<file path="src/rtl/rom_uart_sequencer.sv">
// Walks the banner ROM from 0 to LAST_ADDR, one registered fetch per byte, and hands each byte to the UART TX.
// Replays the message rep_cnt times (0 counts as 1) per start, then pulses done for one cycle.
module rom_uart_sequencer #(
  parameter int ADDR_W    = 6,
  parameter int DATA_W    = 8,
  parameter int LAST_ADDR = 63,
  parameter int REP_W     = 4
) (
  input  logic              clk,
  input  logic              rst_n,
  input  logic              start,
  input  logic [REP_W-1:0]  rep_cnt,
  output logic [ADDR_W-1:0] rom_addr,
  input  logic [DATA_W-1:0] rom_q,
  output logic [DATA_W-1:0] tx_data,
  output logic              tx_valid,
  input  logic              tx_ready,
  output logic              busy,
  output logic              done
);

  typedef enum logic [2:0] {IDLE, FETCH, LOAD, SEND, DONE} state_t;

  localparam logic [ADDR_W-1:0] LAST = ADDR_W'(LAST_ADDR);
  localparam logic [REP_W-1:0]  ONE  = REP_W'(1);

  state_t           state;
  logic [REP_W-1:0] pass_cnt;

  always_ff @(posedge clk) begin
    if (!rst_n) begin
      state    <= IDLE;
      rom_addr <= '0;
      tx_data  <= '0;
      tx_valid <= 1'b0;
      busy     <= 1'b0;
      done     <= 1'b0;
      pass_cnt <= '0;
    end else begin
      done <= 1'b0;
      case (state)
        IDLE: begin
          rom_addr <= '0;
          if (start) begin
            pass_cnt <= (rep_cnt == '0) ? ONE : rep_cnt;
            busy     <= 1'b1;
            state    <= FETCH;
          end
        end
        // ROM samples rom_addr on this edge; its data is valid during LOAD.
        FETCH: state <= LOAD;
        LOAD: begin
          tx_data  <= rom_q;
          tx_valid <= 1'b1;
          state    <= SEND;
        end
        SEND: begin
          if (tx_ready) begin
            tx_valid <= 1'b0;
            if (rom_addr != LAST) begin
              rom_addr <= rom_addr + ADDR_W'(1);
              state    <= FETCH;
            end else if (pass_cnt == ONE) begin
              done  <= 1'b1;
              state <= DONE;
            end else begin
              pass_cnt <= pass_cnt - ONE;
              rom_addr <= '0;
              state    <= FETCH;
            end
          end
        end
        DONE: begin
          rom_addr <= '0;
          busy     <= 1'b0;
          state    <= IDLE;
        end
        default: begin
          busy  <= 1'b0;
          state <= IDLE;
        end
      endcase
    end
  end

endmodule
</file>
<file path="config.mk">
export PLATFORM = sky130hd
export DESIGN_NAME = rom_uart_sequencer
export DESIGN_NICKNAME = d
export VERILOG_FILES = /design/src/rtl/rom_uart_sequencer.sv
export SDC_FILE = /design/constraint.sdc
export NUM_CORES = 1
export LEC_CHECK = 0
export CAP_MARGIN = 15
export CORE_ASPECT_RATIO = 1.75
export CORE_MARGIN = 5
export CORE_UTILIZATION = 45
export DETAILED_ROUTE_END_ITERATION = 10
export HOLD_SLACK_MARGIN = 0.15
export PLACE_DENSITY = 0.74
export SLEW_MARGIN = 10
export SYNTH_ARGS = -nofsm -noshare
export SYNTH_HDL_FRONTEND = slang
export SYNTH_SLANG_ARGS = --single-unit
export TNS_END_PERCENT = 50
</file>
<file path="constraint.sdc">
create_clock -name clk -period 3.75 [get_ports clk]
set_input_delay 0.5625 -clock clk [delete_from_list [all_inputs] [get_ports clk]]
set_output_delay 0.5625 -clock clk [all_outputs]
set_load 0.02 [all_outputs]
</file>
# After elaboration in Yosys (flattened, before gate mapping)
# Cells that the tools add are included.
# word_totals
regBits,24
input_bits,16
output_inout_bits,17
wordCells,57
# op_classes
add_sub_neg,2
eq_ne,11
muxes,20
bitwise,4
n_reduce_logical,13
# op_table
operator,count
two-way mux 4 bit,5
two-way mux 6 bit,3
two-way mux 3 bit,4
one-hot mux 3 bit (4 select lines),1
one-hot mux 6 bit (2 select lines),1
"!= test 2 bit, second input constant",4
one-hot mux 4 bit (2 select lines),1
"adder 6 x 1 -> 6 bit, second input constant",1
"== test 3 x 2 -> 1 bit, second input constant",2
"!= test 6 bit, second input constant",1
AND reduction 2 bit,3
nonzero test 2 bit,3
AND reduction 5 bit,1
"== test 4 x 1 -> 1 bit, second input constant",1
zero test 4 bit,1
NOT 1 bit,4
one-hot mux 1 bit (2 select lines),2
OR reduction 4 bit,1
"subtractor 4 x 1 -> 4 bit, second input constant",1
"== test 3 x 1 -> 1 bit, second input constant",1
"== test 3 bit, second input constant",1
zero test 3 bit,1
two-way mux 1 bit,3
"!= test 3 bit, second input constant",1
other kinds (3),3

# Depth between registers and ports, before layout
# logic_depth
word_depth,5
mapped_depth,6

# Worst setup path before layout
# Ideal clock, no wire load.
# synth_path
path_kind,register -> register
from,reg rom_addr[0]
to,reg rom_addr[2]
setup_time_ps,137
arrival_time_ps,1506
t_required_ps,3613
setup_slack_ps,2107
stages_incl_launch_ff,6
n_path_buf,0
cell_sequence,dfxtp_1 -> ha_1 -> nand2_1 -> or3_1 -> a31oi_1 -> a211oi_2
# synth_between
elab_chain_cells,4
# synth_rtl
element,line,source
"start, declared",13,"output logic [ADDR_W-1:0] rom_addr,"
"start signal, assigned",61,rom_addr <= rom_addr + ADDR_W'(1);
adder 6 x 1 -> 6 bit / != test 6 bit (equally long branches),"61, 60",
two-way mux 6 bit,60,if (rom_addr != LAST) begin
two-way mux 6 bit,58,if (tx_ready) begin
one-hot mux 6 bit (2 select lines),41,case (state)
# Several ways; a longest one is shown, not always the timed one. The select of a mux whose other input is x is not followed.
# A chain may end at the register's enable or synchronous reset.

# Final worst setup path
# layout_path
from,in tx_ready
to,reg rom_addr[4]
# layout_between
elab_chain_cells,2
# layout_rtl
element,line,source
"start, declared",17,"input logic tx_ready,"
!= test 2 bit (no source line),n/a,
AND reduction 3 bit (no source line),n/a,
# Every way passes these cells.

==> run metrics <==
Vias/cell=5.74; H-tree Lvls=1; crit share post-route=53.2%; final std cells w/o fill=192; antenna violations before repair=0; number of max-cap violations=0; Pins Over Slew Limit=0; crit end category=flip-flop; Die W=49.5 µm; largest net degree at the start of global routing=18; routed len/inst=16.4 µm; Post CTS Setup Buffer Count=0; die area=3910 µm²; Worst Max-Slew Pin Slew=638 ps; synthesized area=1230 µm²; # DRC=0; DR vias=1103; R2R Path Start=pass_cnt[1]$_SDFFE_PN0P_; worst vdd ir=0.316 mV; remaining global-route overflow=0; Peak Freq=501 MHz; CTS tree=yes; status=completed; Distinct cells, synth=46; CP Data Arrival Time=2170 ps; crit start category=input port; hold_buf cts=0; post-synthesis net count=154; PwrDens=425 nW/µm²; hold path cells=2; setup violators final=0; Final ANT Viol Nets=0; Hold Fails Final Rpt=0; GP Congestion=0.876; Core Area=2660 µm²; CP Max Fanout=6; post-cts resize count=0; number of synthesized flops with an enable pin=0; YS warnings=0; First-pass DRT Iterations=4; standard-cell rows=25; clock root buffer=clkbuf_8; share of layout cells above drive strength 1=9.09%; gr usage total=17.1%; 1st-iter DRT viols=34; HP Start=busy$_SDFFE_PN0P_; drt total wl=3150 µm; leakage=0.595 nW; I/O Buffers=32; cells on worst reg2reg path=6; vias in the first global route=1180; Initial Util=46.1%; Clock Sinks=24; n_diodes=0; clock buffer count from CTS=3; worst hold path endpoint=busy$_SDFFE_PN0P_; Seq cells post-synth=24; P&R area growth vs syn=30.9%; NumNets Final=185; maximum clock path buffer count=2; CTS clk-pin slew, worst paths=90 ps; Ports=33; Setup Skew=8.48 ps; first-pass GRT wire length=5260 µm; TNS Setup=0 ps; RSZ-0062 raised after global routing=no; fin crit period=2000 ps; Top FF cell, synth=dfxtp_1; Mapped Cells=135; FFs w/ async S/R, synth=0%; HPWL after DPL=2460 µm; data required time at the worst endpoint=3920 ps; Clock Latency Late Sink=280 ps; Hold WC Path Type=reg2reg; overall die height=79.1 µm; capture point of the worst reg-to-reg path=pass_cnt[0]$_SDFFE_PN0P_; reg2reg setup slack=1990 ps; placed cell count=188; slew margin rel.=57.3%; Final Total Pwr=0.682 mW; Avg Cell Area, Syn=9.08 µm²; post-synthesis sequential area ratio=39.2%; WS Path Type=in2reg
[routing by layer]
metal	share of wire, %	track usage [%]	vias up
li1	-	-	553
met1	37	15.9	508
met2	55	32.4	33
met3	3.8	3.56	9
met4	3.6	10.2	0
met5	0	0	-
[critical path, stage by stage]
cell             delay, ps
clkdlybuf4s50_1        550
and4b_1                380
nand4_1                170
and3_1                 220
o31a_1                 280
[cell type report]
class,count,area [µm²]
clock inverter,1,30.0
clock buffer,3,41.3
sequential,24,480
tap,27,33.8
inverter,4,15.0
timing repair buffer,33,328
multi-input combinational,100,677
fill,245,1050
[registers in the layout, summed over array words and instances (netlist names)]
register / flops
tx_data: 8
tx_valid: 1
rom_addr: 6
state: 3
done: 1
busy: 1
pass_cnt: 4
[synthesized netlist by cell type (2+ instances only)]
master,instances,area (µm²)
o211ai_1,2,15.0
clkbuf_1,2,7.51
nand4_1,2,12.5
mux2i_1,9,90.1
inv_1,4,15.0
a221oi_1,2,17.5
nand2_1,12,45.0
nor2_1,19,71.3
o21a_1,2,15.0
o21ai_0,3,15.0
and3_1,2,12.5
nand3_1,4,20.0
a21oi_1,7,35.0
buf_2,3,15.0
o311ai_0,3,26.3
ha_1,3,37.5
nor3_1,2,10.0
o31ai_1,3,22.5
dfxtp_1,24,480
[cell families after synthesis]
| group | synth area share [%] |
|---|---|
| and+or+nand+nor | 25.1 |
| buffers and inverters | 5.61 |
| AOI/OAI and AO/OA | 19.7 |
| muxes | 7.35 |
| adders and majority gates | 3.06 |
| DFF | 39.2 |
[power by group]
part           switching (mW)  total (mW)  internal [mW]  leakage (nW)
registers              0.0180       0.292          0.274         0.196
logic                  0.0830       0.157         0.0741         0.364
clock network          0.0896       0.233          0.143        0.0357
total                   0.191       0.682          0.491         0.595
[placed cells by master, fill, tap and decap left out, types with 2 or more instances in the layout]
cell type | netlist | layout
a21oi_1 | 7 | 7
a221oi_1 | 2 | 2
and3_1 | 2 | 2
clkbuf_8 | 0 | 3
clkdlybuf4s50_1 | 0 | 32
dfxtp_1 | 24 | 24
ha_1 | 3 | 3
inv_1 | 4 | 4
mux2i_1 | 9 | 9
nand2_1 | 12 | 12
nand3_1 | 4 | 4
nand4_1 | 2 | 2
nor2_1 | 19 | 19
nor3_1 | 2 | 2
o211ai_1 | 2 | 2
o21a_1 | 2 | 2
o21ai_0 | 3 | 3
o311ai_0 | 3 | 3
o31ai_1 | 3 | 3
[stage by stage]
stage	util (%)	worst slack (ps)	hold WS, ps	instance area [µm²]
floorplan	-	2110	469	1230
global placement	57.7	1550	453	1530
detailed placement	57.7	1460	463	1530
CTS	60.4	1760	484	1610
global route	60.4	1660	537	1610
finish	60.4	1750	474	1610
[worst max-delay path by stage]
stage	from	end	cells after the start	slack (ps)
6_report	tx_ready	rom_addr[4]$_SDFFE_PN0P_	5	1750
5_1_grt	rst_n	pass_cnt[3]$_SDFFE_PN0P_	3	1660
4_1_cts	tx_ready	rom_addr[4]$_SDFFE_PN0P_	5	1760
3_5_place_dp	tx_ready	rom_addr[4]$_SDFFE_PN0P_	5	1460
3_3_place_gp	tx_ready	rom_addr[4]$_SDFFE_PN0P_	5	1550
2_1_floorplan	rom_addr[0]$_SDFFE_PN0P_	rom_addr[2]$_SDFFE_PN0P_	5	2110
Note: power is estimated with default switching activity, not from simulation.
